File: src/rtl/constantes_estacionamiento_pkg.sv
// Shared constants for the parking controller: clock frequency and the
// default timing values of the sensor front end. The top-level blink logic
// derives its own periods from the same numbers.
package constantes_estacionamiento;

    localparam int CLK_FREQ_HZ = 12_000_000;

    // Converts a duration in milliseconds to clock cycles. The division is
    // done first so that long durations (tens of seconds) stay inside 32 bits.
    function automatic int ms_to_cycles(input int ms);
        return (CLK_FREQ_HZ / 1000) * ms;
    endfunction

    // 20 ms: long enough to ride out contact chatter from the beam sensors.
    localparam int DEBOUNCE_CYCLES_DEFAULT = ms_to_cycles(20);

    // 30 s: no car legitimately blocks a beam this long.
    localparam int STUCK_CYCLES_DEFAULT = ms_to_cycles(30_000);

endpackage

File: src/rtl/canal_sensor.sv
// One sensor channel: two-flop synchroniser with inversion, debounce
// counter, clean level flop, registered rising-edge pulse and a saturating
// stuck-active detector. Every output is a flop.
module canal_sensor
    import constantes_estacionamiento::*;
#(
    parameter int DEBOUNCE_CYCLES = DEBOUNCE_CYCLES_DEFAULT,
    parameter int STUCK_CYCLES    = STUCK_CYCLES_DEFAULT
) (
    input  logic clk,
    input  logic rst_n,
    input  logic raw,
    output logic level,
    output logic rise,
    output logic stuck
);

    localparam int DW = $clog2(DEBOUNCE_CYCLES);
    localparam int SW = $clog2(STUCK_CYCLES + 1);

    localparam logic [DW-1:0] DCNT_LAST = DW'(DEBOUNCE_CYCLES - 1);
    localparam logic [SW-1:0] SCNT_MAX  = SW'(STUCK_CYCLES);
    localparam logic [SW-1:0] SCNT_PRE  = SW'(STUCK_CYCLES - 1);

    logic          raw_q;
    logic          sync_x;
    logic [DW-1:0] dcnt;
    logic [SW-1:0] scnt;
    logic          accept;
    logic          level_next;

    // Synchroniser: raw is sampled as-is, inversion sits between the flops so
    // both reset to the inactive (beam clear) level.
    always_ff @(posedge clk or negedge rst_n) begin
        if (!rst_n) begin
            raw_q  <= 1'b1;
            sync_x <= 1'b0;
        end else begin
            // NOTE: raw_q may go metastable; nothing but the second flop may read it.
            raw_q  <= raw;
            sync_x <= ~raw_q;
        end
    end

    // A new level is accepted on the last of DEBOUNCE_CYCLES disagreeing cycles.
    always_comb begin
        // NOTE: defaults first so every path assigns and no latch is inferred.
        accept     = 1'b0;
        level_next = level;
        if ((sync_x != level) && (dcnt == DCNT_LAST)) begin
            accept     = 1'b1;
            level_next = sync_x;
        end
    end

    // Debounce counter, clean level and rising-edge pulse.
    always_ff @(posedge clk or negedge rst_n) begin
        if (!rst_n) begin
            dcnt  <= '0;
            level <= 1'b0;
            rise  <= 1'b0;
        end else begin
            // NOTE: non-blocking so every flop here samples pre-edge values.
            if (sync_x == level || accept) begin
                dcnt <= '0;
            end else begin
                dcnt <= dcnt + 1'b1;
            end
            level <= level_next;
            rise  <= accept & sync_x;
        end
    end

    // Stuck detector: counts while the level stays high, holds at the limit,
    // and clears on the very edge the level drops.
    always_ff @(posedge clk or negedge rst_n) begin
        if (!rst_n) begin
            scnt  <= '0;
            stuck <= 1'b0;
        end else if (!level_next) begin
            scnt  <= '0;
            stuck <= 1'b0;
        end else if (level) begin
            if (scnt != SCNT_MAX) begin
                scnt <= scnt + 1'b1;
            end
            if (scnt == SCNT_PRE) begin
                stuck <= 1'b1;
            end
        end
    end

endmodule

File: src/rtl/acondicionador_sensores.sv
// Sensor front end of the parking controller: conditions the two raw,
// active-low beam sensors into clean levels, rise pulses and stuck faults
// for the entry/exit FSM and the diagnostic LED.
module acondicionador_sensores
    import constantes_estacionamiento::*;
#(
    parameter int CLK_FREQ        = CLK_FREQ_HZ,
    parameter int DEBOUNCE_CYCLES = DEBOUNCE_CYCLES_DEFAULT,
    parameter int STUCK_CYCLES    = STUCK_CYCLES_DEFAULT
) (
    input  logic clk,
    input  logic rst_n,
    input  logic sensor_a_raw,
    input  logic sensor_b_raw,
    output logic a,
    output logic b,
    output logic a_rise,
    output logic b_rise,
    output logic fault_a,
    output logic fault_b,
    output logic fault
);

    // Reject parameter sets the counters cannot implement.
    if (CLK_FREQ <= 0 || DEBOUNCE_CYCLES < 2 || STUCK_CYCLES <= DEBOUNCE_CYCLES) begin : g_bad_params
        $error("acondicionador_sensores: illegal CLK_FREQ/DEBOUNCE_CYCLES/STUCK_CYCLES");
    end

    canal_sensor #(
        .DEBOUNCE_CYCLES (DEBOUNCE_CYCLES),
        .STUCK_CYCLES    (STUCK_CYCLES)
    ) u_canal_a (
        .clk   (clk),
        .rst_n (rst_n),
        .raw   (sensor_a_raw),
        .level (a),
        .rise  (a_rise),
        .stuck (fault_a)
    );

    canal_sensor #(
        .DEBOUNCE_CYCLES (DEBOUNCE_CYCLES),
        .STUCK_CYCLES    (STUCK_CYCLES)
    ) u_canal_b (
        .clk   (clk),
        .rst_n (rst_n),
        .raw   (sensor_b_raw),
        .level (b),
        .rise  (b_rise),
        .stuck (fault_b)
    );

    // Combined fault for the LED, registered so it comes straight from a flop.
    always_ff @(posedge clk or negedge rst_n) begin
        if (!rst_n) begin
            fault <= 1'b0;
        end else begin
            fault <= fault_a | fault_b;
        end
    end

endmodule
File: config.mk
export PLATFORM = sky130hd
export DESIGN_NAME = acondicionador_sensores
export DESIGN_NICKNAME = d
export VERILOG_FILES = /design/src/rtl/constantes_estacionamiento_pkg.sv /design/src/rtl/canal_sensor.sv /design/src/rtl/acondicionador_sensores.sv
export SDC_FILE = /design/constraint.sdc
export NUM_CORES = 1
export LEC_CHECK = 0
export CORE_UTILIZATION = 51
export CTS_CLUSTER_SIZE = 14
export DETAILED_ROUTE_END_ITERATION = 10
export GPL_TIMING_DRIVEN = 0
export PLACE_DENSITY_LB_ADDON = 0.08
export SETUP_SLACK_MARGIN = 0.1
export SLEW_MARGIN = 10
export SYNTH_ARGS = -nofsm -noshare
export SYNTH_HDL_FRONTEND = slang
export SYNTH_SLANG_ARGS = --single-unit
File: constraint.sdc
create_clock -name clk -period 2 [get_ports clk]
set_clock_uncertainty 0.05 [all_clocks]
set_input_delay 0.2 -clock clk [delete_from_list [all_inputs] [get_ports clk]]
set_output_delay 0.2 -clock clk [all_outputs]
set_load 0.03 [all_outputs]
==> flow_summary.toml <==
[die]
io_pins = 11
dieArea_mm2 = 0.0106
rows = 36
die_x_um = 103
coreArea_mm2 = 0.00982
die-height_um = 103
start_util = 0.529

[placed_design]
gp_congestion = 0.850
port_buffers = 10
dp_cells = 671
dp_hpwl_um = 6600
dp_slack_ps = -511

[route]
dr_wl_met3_um = 281
drt.antenna.violating_nets = 0
wl_per_cell_um = 14.5
highest_layer = "met4"
dr_total_vias = 3842
drt-met1-wl_um = 4920
met2_length_um = 4990
drc = 0
firstDrtPassIters = 5
vias_per_cell = 5.38
wl_um = 10300
drt_iter0_markers = 178

[setup_path]
cp-end-kind = "register"
path_cells = "nor4b_4 -> nand4_1 -> nor2_4 -> mux2i_2 -> buf_6 -> buf_8 -> nor2_1"
cp_top_family = "simple AND/OR/NAND/NOR gates"
crit_required_ps = 2210
worstSetupPathType = "reg2reg"
crit_start = "u_canal_b.dcnt[14]"
cpPeakStageDelay_ps = 450
critPathArrivalTime_ps = 2090
slowest_stage = "dfrtp_2"
path_buf_inv = 2
rr_startpoint = "u_canal_b.dcnt[14]"
start_kind = "register"
critPathMaxFanout = 10

[worst_hold_path]
hp-class = "in2reg"
min-delay-start = "sensor_b_raw"

[yosys]
ys.flop_type = "dfrtp_1"
synth_warnings = 0
async_flop_share = 1.00
yosysSeqAreaShare = 0.507
synth_edf_count = 0
synthCells = 527
synthXorXnorAreaFrac = 0.148
synthAdderAreaFrac = 0.0145
synth_area_mm2 = 0.00519
synthDistinctLibCells = 38
synth_compound_area_frac = 0.0118
postSynthAreaPerCell_um2 = 9.85
syn-num-nets = 537
synth_top_family_by_area = "simple AND/OR/NAND/NOR gates"
synthMuxAreaShare = 0.00771
synth-simple-area-share = 0.285
synth-seq-cells = 105

[global_routing]
grt_max_degree = 66
grt_use_total = 0.217
grt-ovfl-total = 0
grt_pass1_wl_um = 17600
antenna_found_initial = 0
grt_pass1_vias = 3741

[sta]
tightest_slew_ps = 478
grt_setup_unrepaired = "yes"
timing.final.crit_period_ps = 1880
setup_ws_ps = 118
clock.fmax_mhz = 531
period_share = 0.941
slew_violations = 0
relSlewSlack = 0.680
setup_viol = 0
hold_viol_final = 0

[finish]
regArea_mm2 = 0.00264
num-nets-final = 586
final_cells = 714
drive_gt1_frac = 0.174
multiInputGateArea_mm2 = 0.00260
layout_commonest_cell = "nor2_1"
layout_common_cells = "nor2_1, dfrtp_1, xor2_1"
area_delta_synth_final_pct = 18.4
fill_cells = 837
diodes = 0

[clocking]
cts_tree = "built"
clock_latency_ps = 370
ctsRootBufferMaster = "clkbuf_8"
clk_path_buf_depth = 2
numCtsBuffers = 9
h-tree-depth = 3
cts_sinks = 105
path_clk_slew_ps = 90

[power]
swShare = 0.220
p_clk_frac = 0.368
p_switching_uw = 785
p_leak_uw = 0.00256
combPwrFrac = 0.030
cellPowerDensity_mw_per_mm2 = 581
seqPwrFrac = 0.602
ir_drop_uv = 489
internal_power_uw = 2790

[run_status]
status = "completed"

[job]
maxCapViolCount = 0
## power by group through the flow
stage / Clock (µW) / Combinational [µW] / Sequential [µW]
CTS: 1370 / 102 / 2150
floorplan: 0 / 25.3 / 2190
global placement: 0 / 79.4 / 2190
finish: 1310 / 108 / 2150
global route: 1440 / 125 / 2150
detailed placement: 0 / 88.4 / 2190
## layer usage
layer | up-vias | global-route usage
met1 | 1905 | 0.285
met5 | - | 0
met2 | 44 | 0.350
met4 | 0 | 0.0845
met3 | 15 | 0.0481
li1 | 1878 | -
## flip-flops by register name, indices dropped and copies added, names as in the netlist
register and flops:
u_canal_b.sync_x 1, u_canal_b.dcnt 18, u_canal_b.level 1, u_canal_a.scnt 29, u_canal_a.raw_q 1, u_canal_a.stuck 1, u_canal_a.level 1, u_canal_a.rise 1
u_canal_b.raw_q 1, fault 1, u_canal_a.sync_x 1, u_canal_b.rise 1, u_canal_a.dcnt 18, u_canal_b.scnt 29, u_canal_b.stuck 1
## cell usage after synthesis (all sizes together), types with 4 or more instances
cell,instances,area (µm²)
nor2,113,427
nor3b,5,37.5
nor4,8,86.3
and3,17,106
xnor2,36,315
buf,8,40.0
dfrtp,103,2580
and2,4,25.0
o21ai,5,25.0
inv,17,63.8
nor3,10,50.1
nand3,29,145
clkbuf,8,32.5
xor2,52,455
nand4,34,234
nor4bb,4,40.0
ha,6,75.1
mux2i,4,40.0
and4,9,78.8
nand2,33,124
nor4b,7,61.3
## final timing paths
path | endpoint | slack [ps] | cells after the start
worst max-delay path | u_canal_b.scnt[18] | 120 | 7
worst min-delay path | u_canal_b.raw_q | 180 | 1
worst max register to register | u_canal_b.scnt[18] | 120 | 7
worst min register to register | u_canal_b.sync_x | 380 | 1
max in group asynchronous | u_canal_b.raw_q | 960 | 3
min in group asynchronous | u_canal_a.dcnt[5] | 250 | 2
## per-stage QoR
step	TNS, ps	utilization	hold slack, ps	instance area [µm²]	power (µW)
after floorplan	0	-	-146	5190	2210
after global routing	0	0.626	166	6150	3710
final	0	0.626	181	6150	3570
after global placement	-356990	0.556	364	5460	2270
after detailed placement	-22220	0.559	85.0	5490	2280
after CTS	0	0.604	156	5930	3620
## kinds of logic after synthesis
logic type / Yosys count
adder cells (fa/ha/maj): 6
AND/OR/NAND/NOR: 280
flip-flops: 105
multiplexers: 4
AO/OA/AOI/OAI: 11
buffers and inverters: 33
XOR/XNOR: 88
## area by class of cell
class	count	area share
sequential	105	0.430
clock buffer	11	0.0230
tap	133	0.0271
inverter	17	0.0104
buffer	16	0.0226
multi-input combinational	389	0.423
clock inverter	5	0.00895
timing repair buffer	38	0.0549
## worst reg2reg max path, cell delays in order (launching register included)
cell     delay (ps)
dfrtp_2         450
nor4b_4         310
nand4_1         220
nor2_4          160
mux2i_2         230
buf_6           160
buf_8           140
nor2_1           50
## timing repair
action	4_1_cts	5_1_grt
hold endpoints to repair	40	0
hold buffers	1	0
gates resized for setup	37	37
pin swaps	7	10
endpoints found under the setup margin	89	72
setup buffers	12	14
Power figures use the tool's default switching activity.
